[config.mk]
export PLATFORM = sky130hd
export DESIGN_NAME = button_conditioner
export DESIGN_NICKNAME = d
export VERILOG_FILES = /design/src/rtl/button_conditioner.sv
export SDC_FILE = /design/constraint.sdc
export NUM_CORES = 1
export LEC_CHECK = 0
export BUFFER_PORTS_ARGS = -buffer_cell sky130_fd_sc_hd__buf_2
export CORE_ASPECT_RATIO = 1.25
export CORE_MARGIN = 10
export CORE_UTILIZATION = 40
export CTS_BUF_LIST = sky130_fd_sc_hd__clkbuf_16
export DETAILED_ROUTE_END_ITERATION = 8
export GPL_TIMING_DRIVEN = 0
export HOLD_SLACK_MARGIN = 0.05
export PLACE_DENSITY_LB_ADDON = 0.08
export SLEW_MARGIN = 0
export SYNTH_ARGS = -nofsm -noshare
export SYNTH_HDL_FRONTEND = slang
export SYNTH_SLANG_ARGS = --single-unit
export TNS_END_PERCENT = 10
[constraint.sdc]
create_clock -name clk_i -period 2.6 [get_ports clk_i]
set_input_delay 0 -clock clk_i [delete_from_list [all_inputs] [get_ports clk_i]]
set_output_delay 0 -clock clk_i [all_outputs]
set_load 0.03 [all_outputs]
[src/rtl/button_conditioner.sv]
// Push-button conditioner: per channel 2-FF synchroniser, debounce FSM, press/release pulses,
// level and toggle. Define LONG_PRESS_EN to add the long-press pulse (tied to 0 otherwise).
//
// state          | meaning
// S_RELEASED     | button accepted as not pressed
// S_PRESS_WAIT   | pressed seen, counting stable cycles before accepting
// S_PRESSED      | button accepted as pressed
// S_RELEASE_WAIT | release seen, counting stable cycles before accepting
module button_conditioner #(
   parameter int N_BTN           = 2,
   parameter int DEBOUNCE_CYCLES = 500000,
   parameter bit ACTIVE_LOW_IN   = 1'b1,
   parameter int LONG_CYCLES     = 50000000
) (
   input  logic             clk_i,
   input  logic             rst_n,
   input  logic [N_BTN-1:0] btn_raw_i,
   output logic [N_BTN-1:0] level_o,
   output logic [N_BTN-1:0] press_o,
   output logic [N_BTN-1:0] release_o,
   output logic [N_BTN-1:0] toggle_o,
   output logic [N_BTN-1:0] long_press_o
);

   localparam int CW = $clog2(DEBOUNCE_CYCLES + 1);
   localparam logic [CW-1:0] CNT_LAST = CW'(DEBOUNCE_CYCLES - 1);

   typedef enum logic [1:0] {
      S_RELEASED,
      S_PRESS_WAIT,
      S_PRESSED,
      S_RELEASE_WAIT
   } state_t;

   if (DEBOUNCE_CYCLES < 1) begin : g_chk_deb
      $error("DEBOUNCE_CYCLES must be at least 1");
   end
   if (LONG_CYCLES <= DEBOUNCE_CYCLES) begin : g_chk_long
      $error("LONG_CYCLES must exceed DEBOUNCE_CYCLES");
   end

   logic [N_BTN-1:0] in_pressed;
   logic [N_BTN-1:0] sync1_q;
   logic [N_BTN-1:0] sync2_q;

   // Polarity is normalised before the synchroniser so reset means "not pressed".
   assign in_pressed = btn_raw_i ^ {N_BTN{ACTIVE_LOW_IN}};

   always_ff @(posedge clk_i or negedge rst_n) begin
      if (!rst_n) begin
         sync1_q <= '0;
         sync2_q <= '0;
      end else begin
         sync1_q <= in_pressed;
         sync2_q <= sync1_q;
      end
   end

   for (genvar g = 0; g < N_BTN; g++) begin : g_ch
      state_t        state_q;
      logic [CW-1:0] cnt_q;
      logic          level_q;
      logic          press_q;
      logic          release_q;
      logic          toggle_q;
      logic          s;

      assign s = sync2_q[g];

      always_ff @(posedge clk_i or negedge rst_n) begin
         if (!rst_n) begin
            state_q   <= S_RELEASED;
            cnt_q     <= '0;
            level_q   <= 1'b0;
            press_q   <= 1'b0;
            release_q <= 1'b0;
            toggle_q  <= 1'b0;
         end else begin
            press_q   <= 1'b0;
            release_q <= 1'b0;
            case (state_q)
               S_RELEASED: begin
                  if (s) begin
                     state_q <= S_PRESS_WAIT;
                     cnt_q   <= '0;
                  end
               end
               S_PRESS_WAIT: begin
                  if (!s) begin
                     state_q <= S_RELEASED;
                     cnt_q   <= '0;
                  end else if (cnt_q == CNT_LAST) begin
                     state_q  <= S_PRESSED;
                     cnt_q    <= '0;
                     level_q  <= 1'b1;
                     press_q  <= 1'b1;
                     toggle_q <= ~toggle_q;
                  end else begin
                     cnt_q <= cnt_q + CW'(1);
                  end
               end
               S_PRESSED: begin
                  if (!s) begin
                     state_q <= S_RELEASE_WAIT;
                     cnt_q   <= '0;
                  end
               end
               S_RELEASE_WAIT: begin
                  if (s) begin
                     state_q <= S_PRESSED;
                     cnt_q   <= '0;
                  end else if (cnt_q == CNT_LAST) begin
                     state_q   <= S_RELEASED;
                     cnt_q     <= '0;
                     level_q   <= 1'b0;
                     release_q <= 1'b1;
                  end else begin
                     cnt_q <= cnt_q + CW'(1);
                  end
               end
               default: begin
                  state_q <= S_RELEASED;
                  cnt_q   <= '0;
               end
            endcase
         end
      end

      assign level_o[g]   = level_q;
      assign press_o[g]   = press_q;
      assign release_o[g] = release_q;
      assign toggle_o[g]  = toggle_q;

`ifdef LONG_PRESS_EN
      localparam int HW = $clog2(LONG_CYCLES + 1);
      localparam logic [HW-1:0] HOLD_LAST = HW'(LONG_CYCLES - 1);

      logic [HW-1:0] hcnt_q;
      logic          long_q;

      // hcnt saturates at HOLD_LAST, so the pulse cannot repeat until hcnt is cleared in RELEASED.
      always_ff @(posedge clk_i or negedge rst_n) begin
         if (!rst_n) begin
            hcnt_q <= '0;
            long_q <= 1'b0;
         end else begin
            long_q <= 1'b0;
            if (state_q == S_PRESSED || state_q == S_RELEASE_WAIT) begin
               if (hcnt_q != HOLD_LAST) begin
                  hcnt_q <= hcnt_q + HW'(1);
                  if (hcnt_q == HOLD_LAST - HW'(1)) long_q <= 1'b1;
               end
            end else begin
               hcnt_q <= '0;
            end
         end
      end

      assign long_press_o[g] = long_q;
`else
      assign long_press_o[g] = 1'b0;
`endif
   end

endmodule

# Word-level counts from Yosys, hierarchy flattened
# Index checks and enable logic that the tools add are counted.
# word_totals
regBits	54
latch_bits	0
ramBits	0
romBits	0
in_bits	4
mem_count	0
# classes
add_sub_neg	2
n_mul	0
div_mod_pow	0
magnitude_cmp	0
eq_ne	24
shift	0
n_mux	46
bitwise_logic	3
reduce_logical	12
# ops
op	n
19-bit two-way mux	10
19-bit one-hot mux with 4 select lines	2
19-bit by 1-bit adder with 19-bit output, second input constant	2
19-bit == test, second input constant	2
2-bit two-way mux	12
2-bit != test, second input constant	12
1-bit two-way mux	18
2-bit one-hot mux with 4 select lines	2
3-bit != test, second input constant	4
5-bit AND reduction	2
2-bit == test, second input constant	4
4-bit AND reduction	2
3-bit AND reduction	2
2-bit by 1-bit == test with 1-bit output, second input constant	2
2-bit logical NOT	2
1-bit one-hot mux with 2 select lines	2
2-bit AND reduction	2
2-bit nonzero test	2
1-bit inverter	2
2-bit inverter	1

# Logic depth before layout (Yosys ltp)
# Gate-level depths: netlist of run 1.
# logic_depth
ltp_word	4
depth_mapped	7

# Least setup slack after synthesis of run 1
# Ideal clock, no wire load.
# synth_timing
kind	flip-flop to flip-flop
startpoint	register g_ch[0].cnt_q[11]
endpoint	register with a tool-made name
setup_ns	0.125
arrival_time_ns	1.864
required_time_ns	2.475
setup_slack_ns	0.612
path_stages_with_launch	5
path_buffers	0
period_less_slack_ns	1.988
path_cell_list	dfrtp_1 -> or4b_4 -> nor4_4 -> and3_4 -> mux2_2
# synth_rtl
element	line	text
from (decl)	61	logic [CW-1:0] cnt_q;
from (signal assigned)	99	cnt_q <= cnt_q + CW'(1);
from (signal assigned)	118	cnt_q <= cnt_q + CW'(1);

# Worst setup path in the final report of run 1
# layout_timing
startpoint	register g_ch[0].cnt_q[5]
endpoint	register g_ch[0].cnt_q[9]
# layout_via
elab_chain_cells	4
elab_cells_between_ends	6
# layout_lines
element	line	text
19-bit by 1-bit adder with 19-bit output or 19-bit == test (tied branches)	--	
19-bit two-way mux *	92, 112	
19-bit two-way mux (on tied branches)	109, 89	
19-bit one-hot mux with 4 select lines *	81	case (state_q)
# Mark *: on every way between the ends. The rest lies on a longest branch, timed or not.
# A chain may end at the register's enable or synchronous reset.

==> summary.md, run 1 <==
| Metric | Value |
|---|---|
| Outcome | finished, final reports clean |
| Met1 global-route usage | 0.130 |
| Max-Cap Viols | 0 |
| Crit-path max cell delay | 0.61 ns |
| Crit end category | flop |
| Share of layout cells above drive strength 1 | 0.155 |
| Hold Buf Count CTS | 3 |
| Die width | 93.5 um |
| CTS H-tree lvls | 2 |
| Critical path buffers and inverters | 2 |
| Clock Tree Root | clkbuf_16 |
| Die ar. | 0.0105 mm2 |
| Starting DRT DRC Count | 57 |
| Maximum clock rate | 0.457 GHz |
| Global Route Usage Sum | 0.106 |
| Fill count | between 600 and 700 |
| Wire length per cell | 14.1 um |
| Drt total wl | 5330 um |
| CP max-delay cell | or4_1 |
| Num rows | 33 |
| Reg2reg path depth | 7 |
| Cell Area, Placed | 0.00287 mm2 |
| First-pass GRT wire length | around 9000 um |
| Syn_area_per_cell | 10.1 um2 |
| CP startpoint kind | flop |
| Final setup vio count | 0 |
| Maximum fanout along the worst path | 10 |
| CP top delay family | simple AND/OR/NAND/NOR gates |
| Port Buf Inserts | 11 |
| Post-cts sizing count | 0 |
| Synth Instances | 268 |
| Netlist area before placement | 0.00270 mm2 |
| WHS Endpoint | sync2_q[1]$_DFF_PN0_ |
| Total CTS buffers | 5 |
| Synthesized flop and latch total | 54 |
| FF-to-FF End | g_ch[0].cnt_q[9]$_DFFE_PN0P_ |
| Worst skew pair latency | 0.29 ns |
| Area Overhead vs Synth | 13.5% |
| Vias in the first global route | between 1500 and 2000 |
| Final instance area | 0.00307 mm2 |
| Hold Crit Class | reg2reg |
| Required time of the critical path | about 2.8 ns |
| Clock slew at reported path FFs | ~0.070 ns |
| Post-Place Setup Slack | around 0.39 ns |
| Largest net degree at the start of global routing | 55 |
| Detail Placement HPWL | 3610 um |
| Final WS setup | 0.409 ns |
| HP Start | sync1_q[1]$_DFF_PN0_ |
| Power Density | about 560 mW/mm2 |
| Post-route ant nets | 0 |
| Lkg Pwr | roughly 0.0014 uW |
| Placed Cells | 367 |
| Setup CP Type | reg2reg |
| Clock tree from TritonCTS | yes |
| Min Tclk post-route | about 2.2 ns |
| Setup Skew | 0.00595 ns |
| Hold depth | 0 |
| Final Slew Violations | 0 |
| Final Hold Viols | 0 |
| Met2 GRT Util | 0.177 |
| TNS Setup | 0 ns |
| Fin crit share | 0.843 |
| Core Footprint | 0.00657 mm2 |
| TritonRoute pass-1 iters | 4 |
| Busiest grt layer | met2 |
| Worst IR Drop VDD | about 0.30 mV |
| R2r setup slk | 0.41 ns |
| Critical R2R Launch | g_ch[0].cnt_q[5]$_DFFE_PN0P_ |
| Bufs on Longest Clock Path | 2 |
| DRC Markers | 0 |
| Global route total overflow | 0 |
| Routability Congestion | 0.817 |
| Fin cells | 378 |
| DR vias/cell | 5.31 |
| Netlist cell types | 46 |
| Die Y | 112 um |
| Worst endpoint data arrival time | 2.34 ns |
| Initial antenna violation count | 0 |
| Inserted Diodes | 0 |
| Initial Util | 0.412 |
| RSZ-0062 raised after global routing | no |
| # clock sinks | 54 |
| Top_reg_cell synth | dfrtp_1 |
| Worst-Margin Slew | 1.19 ns |
| Via count | around 2000 |
| Max_slew headroom | 0.209 |
| Number of synthesized flops with an enable pin | 0 |
| Syn. warnings | 0 |
| Ys async rst share | 1.00 |
| Setup bufs post-CTS | 0 |
| M3 GR Usage | 0.0235 |
| Top Ports | 14 |
| Sequential area share after synthesis | 0.500 |
| Final net count | just under 300 |
| Worst-path cell chain | clkbuf_1 > or4_1 > nor4_4 > a21oi_2 > buf_2 > a21oi_1 > a31oi_1 |
==> state kept, by name (all words and copies together), names as in the netlist, named ones only <==
name and cells:
g_ch.toggle_q 2, g_ch.cnt_q 38, g_ch.release_q 2, sync1_q 2, sync2_q 2, g_ch.press_q 2
g_ch.state_q 2, g_ch.level_q 2
==> report_power, final <==
part           internal, uW  total, uW  leakage [uW]  switching, uW
registers               855        875      0.000737           19.8
logic                  30.8       88.8      0.000535           58.0
clock network           452        759     0.0000812            307
==> worst max-delay path by stage <==
| stage | startpoint | endpoint | slack (ns) | depth (start not counted) |
|---|---|---|---|---|
| global placement | g_ch[0].cnt_q[5]$_DFFE_PN0P_ | g_ch[0].cnt_q[5]$_DFFE_PN0P_ | 0.39 | 7 |
| floorplan | g_ch[0].cnt_q[11]$_DFFE_PN0P_ | flop | 0.61 | 4 |
| detailed placement | g_ch[0].cnt_q[5]$_DFFE_PN0P_ | g_ch[0].cnt_q[5]$_DFFE_PN0P_ | 0.39 | 7 |
| CTS | g_ch[0].cnt_q[5]$_DFFE_PN0P_ | g_ch[0].cnt_q[5]$_DFFE_PN0P_ | 0.38 | 7 |
| finish | g_ch[0].cnt_q[5]$_DFFE_PN0P_ | g_ch[0].cnt_q[9]$_DFFE_PN0P_ | 0.41 | 7 |
| global route | g_ch[0].cnt_q[5]$_DFFE_PN0P_ | g_ch[0].cnt_q[9]$_DFFE_PN0P_ | 0.24 | 7 |
==> placed cells by master (no fill, tap or decap), types with 5 or more instances in the layout <==
master and count:
dfrtp_1 54, nand3_1 18, buf_4 10, a31oi_1 13, xnor2_1 8, a21oi_1 11, nand2_1 23, clkbuf_16 5
a41oi_1 5, nand2b_1 6, nor3_1 8, nor2_1 26, nand4_1 8, a22o_1 5, xor2_1 10, buf_2 13
o21ai_0 7
==> per-stage QoR <==
stage                      util  hold slack [ns]  total power [uW]
final                     0.467            0.350              1720
after global routing      0.467            0.349              1790
after CTS                 0.467            0.349              1750
after detailed placement  0.437            0.147               978
after global placement    0.437            0.146               977
after floorplan               -           -0.296               940
==> layout make-up <==
type	instances	area [um2]	area share
clock buffers	5	125	0.0408
flip-flops and latches	54	1350	0.441
repair buffers	14	85.1	0.0277
inverters	3	11.3	0.00367
plain buffers	16	108	0.0351
clock inverters	3	41.3	0.0135
multi-input cells	196	1240	0.403
well taps	87	109	0.0355
==> cells by family (layout without fill, tap and decap cells) <==
kind of cell	count (synthesis)	in the layout	synth area share
adders and majority gates	2	2	0.00926
xor gates and xnor gates	19	19	0.0644
other	1	2	0.00139
buffers and inverters	19	41	0.0440
and+or+nand+nor	117	117	0.235
muxes	5	5	0.0204
DFF	54	54	0.500
AOI/OAI and AO/OA	51	51	0.125
==> synth_stat cells (all sizes together), types with 4 or more instances <==
cell     n  area (um2)
and3     5        36.3
xor2    11         104
o21ai    7        35.0
nor3     8        40.0
mux2     4        45.0
buf     13        96.3
a22o     5        43.8
nand3   18        90.1
nor2    26        97.6
nor4     5        46.3
a21oi   12        63.8
a31oi   13        81.3
xnor2    8        70.1
nand4    8        50.1
a41oi    5        43.8
nand2   23        86.3
nand2b   6        37.5
dfrtp   54        1350
==> metal layers <==
layer	routed length [um]	vias up	part of all wire
met5	0	-	0
met4	90	0	0.017
met3	121	7	0.023
met2	2720	22	0.51
met1	2400	982	0.45
li1	-	998	-
Power figures use the tool's default switching activity.
==> inputs of run 2 (changes only) <==
--- a/config.mk
+++ b/config.mk
@@ -5,6 +5,7 @@
 export SDC_FILE = /design/constraint.sdc
 export NUM_CORES = 1
 export LEC_CHECK = 0
+export ABC_AREA = 1
 export BUFFER_PORTS_ARGS = -buffer_cell sky130_fd_sc_hd__buf_2
 export CORE_ASPECT_RATIO = 1.25
 export CORE_MARGIN = 10
==> constraint.sdc (replaced) <==
create_clock -name clk_i -period 2.1 [get_ports clk_i]
set_input_delay 0 -clock clk_i [delete_from_list [all_inputs] [get_ports clk_i]]
set_output_delay 0 -clock clk_i [all_outputs]
set_load 0.03 [all_outputs]
==> summary.md, run 2 <==
| Metric | Value |
|---|---|
| Final net count | 442 |
| Switching portion of total power | 0.240 |
| Total CTS buffers | 5 |
| Clock tree from TritonCTS | yes |
| CP max-delay cell | dfrtp_1 |
| Top Ports | 14 |
| Worst-Margin Slew | between 0.6 and 0.7 ns |
| TNS Setup | 0 ns |
| Core Footprint | 0.00784 mm2 |
| Max-Cap Viols | 0 |
| CP startpoint kind | flop |
| Netlist cell types | 34 |
| Outcome | finished, final reports clean |
| Max reg flops | 38 |
| Seq pwr share | 0.534 |
| RSZ-0062 raised after global routing | no |
| Die ar. | 0.0121 mm2 |
| Syn. warnings | 0 |
| Fin crit share | 0.848 |
| Crit end category | flop |
| Fin cells | 532 |
| Top_reg_cell synth | dfrtp_1 |
| Inserted Diodes | 0 |
| Adder-cell area share of the yosys netlist | 0.00772 |
| CTS H-tree lvls | 2 |
| Wire length per cell | around 13 um |
| Top cells by area, synth | dfrtp_1 42%, nand2_1 10%, nand3_1 6.3%, inv_1 5.1%, nor2_1 4.3% |
| Logic gate share of total power | 0.067 |
| Count leader, synth | nand2_1 |
| Required time of the critical path | 2.28 ns |
| Top-area cell type share of the netlist area | 0.417 |
| Maximum clock rate | 0.561 GHz |
| Setup Skew | 0.00765 ns |
| Crit-path max cell delay | around 0.41 ns |
| Initial antenna violation count | 0 |
| Hold Crit Class | in2async |
| Min Tclk post-route | between 1.5 and 2 ns |
| Clock slew at reported path FFs | 0.07 ns |
| Cell taking the most area after synthesis | dfrtp_1 |
| Fin util | 0.458 |
| Synth cell count leaders | 87 x nand2_1, 54 x dfrtp_1, 44 x inv_1 |
| Worst skew pair latency | 0.29 ns |
| Initial Util | 0.413 |
| Placed Cells | 521 |
| Worst-path cell chain | ha_1 > nand3_1 > nor2_1 > nand3_2 > nand3_1 > nand2_1 > nor2_2 > buf_6 > nor2_2 |
| TritonRoute pass-1 iters | 4 |
| Bufs on Longest Clock Path | 2 |
| Area Overhead vs Synth | 10.9% |
| DRC Markers | 0 |
| Worst endpoint data arrival time | ~2 ns |
| Synthesized flop and latch total | 54 |
| Ys async rst share | 1.00 |
| Top reg by flops | g_ch.cnt_q |
| Power Density | 566 mW/mm2 |
| Sequential area share after synthesis | 0.417 |
| Main combinational cell family by area after synthesis | simple AND/OR/NAND/NOR gates |
| Die Y | roughly 120 um |
| Final WS setup | 0.319 ns |
| Maximum fanout along the worst path | 10 |
| DR vias/cell | 4.94 |
| Clk network pwr share | 0.398 |
| Post-Synth XOR/XNOR Area | 0.0460 |
| Commonest non-fill, non-tap cell in the layout | nand2_1 |
| Final Slew Violations | 0 |
| Simple-Gate Fraction of Synth Area | 0.361 |
| Post-Place Setup Slack | 0.329 ns |
| Global Route Usage Sum | 0.118 |
| Reg2reg path depth | 9 |
| Die width | 100 um |
| Setup CP Type | reg2reg |
| Share of layout cells above drive strength 1 | 0.197 |
| # clock sinks | 54 |
| Post-route ant nets | 0 |
| Final Hold Viols | 0 |
| Compound-cell area share of the yosys netlist | 0.0660 |
| Starting DRT DRC Count | 94 |
| Worst IR Drop VDD | 0.407 mV |
| Syn_area_per_cell | between 7 and 8 um2 |
| Routability Congestion | approximately 0.83 |
| Number of synthesized flops with an enable pin | 0 |
| Detail Placement HPWL | roughly 5100 um |
| Via count | 2630 |
| Final setup vio count | 0 |
| Vias in the first global route | about 2600 |
| Most frequent cells in the layout | 87 x nand2_1, 54 x dfrtp_1, 44 x inv_1, 41 x nand3_1, 37 x nor2_1 |
| Drt total wl | 6810 um |
| First-pass GRT wire length | 11900 um |
| Lkg Pwr | 0.00160 uW |
| Num rows | 36 |
| Clock Tree Root | clkbuf_16 |
| Max_slew headroom | 0.538 |
| Synth Instances | around 410 |
| Net switching power figure | 487 uW |
| Mux contribution to synthesized area | 0 |
| P_int | approximately 1500 uW |
| Port Buf Inserts | 11 |
| Largest net degree at the start of global routing | 55 |
| Global route total overflow | 0 |
| Total Power | between 2000 and 2500 uW |
| Netlist area before placement | roughly 0.0032 mm2 |
==> run 2: worst paths after layout <==
path                                              startpoint                       endpoint  slack (ns)
worst max-delay path            g_ch[1].cnt_q[0]$_DFFE_PN0P_   g_ch[1].cnt_q[8]$_DFFE_PN0P_        0.32
max in group asynchronous                              rst_n  g_ch[1].cnt_q[13]$_DFFE_PN0P_        1.34
worst max register to register  g_ch[1].cnt_q[0]$_DFFE_PN0P_   g_ch[1].cnt_q[8]$_DFFE_PN0P_        0.32
worst min-delay path                                   rst_n      g_ch[0].press_q$_DFF_PN0_        0.29
worst min register to register          sync1_q[0]$_DFF_PN0_           sync2_q[0]$_DFF_PN0_        0.35
min in group clk_i                      sync1_q[0]$_DFF_PN0_           sync2_q[0]$_DFF_PN0_        0.35
==> run 2: cell type report <==
cell class | count | area [um2]
Buffer | 15 | 115
Clock buffer | 5 | 125
Clock inverter | 3 | 16.3
Fill cell | 800 | 4250
Inverter | 55 | 213
Multi-Input combinational cell | 291 | 1560
Sequential cell | 54 | 1350
Tap cell | 95 | 119
Timing Repair Buffer | 14 | 87.6
==> run 2: cells by family (layout without fill, tap and decap cells) <==
logic type                 after synthesis  count (layout)
AOI/OAI and AO/OA                       40              40
xor gates and xnor gates                17              17
adders and majority gates                2               2
buffers and inverters                   70              92
DFF                                     54              54
other                                    1               2
and+or+nand+nor                        230             230
==> run 2: repair_timing <==
| action | 4_1_cts | 5_1_grt |
|---|---|---|
| hold endpoints to repair | 56 | 0 |
| setup buffers | 0 | 0 |
| gates resized for setup | 0 | 0 |
| hold buffers | 3 | 0 |
==> run 2: power groups by stage <==
stage          Sequential, uW  Clock, uW  Combinational, uW
2_1_floorplan            1100          0               90.0
3_3_place_gp             1100          0                137
3_5_place_dp             1110          0                138
4_1_cts                  1080        853                142
5_1_grt                  1090        889                158
6_report                 1090        809                137
==> run 2: layer usage <==
layer,GRT usage,part of all wire,vias to the layer above
met5,0,0,-
met4,0.0425,0.0075,0
met3,0.0217,0.020,4
met2,0.220,0.54,19
met1,0.128,0.43,1243
li1,-,-,1364
==> run 2: worst max-delay path, delay by kind of cell, from the launching register on <==
| family | cells | cell delay, ns |
|---|---|---|
| adders and majority gates | 1 | 0.21 |
| buffers and inverters | 1 | 0.19 |
| and+or+nand+nor | 7 | 0.85 |
| DFF | 1 | 0.41 |
==> run 2: metrics by stage <==
stage                     hold WS, ns  instance area [um2]
after global placement          0.144                 3420
after floorplan                -0.296                 3240
after global routing            0.363                 3590
final                           0.288                 3590
after detailed placement        0.148                 3420
after CTS                       0.354                 3590
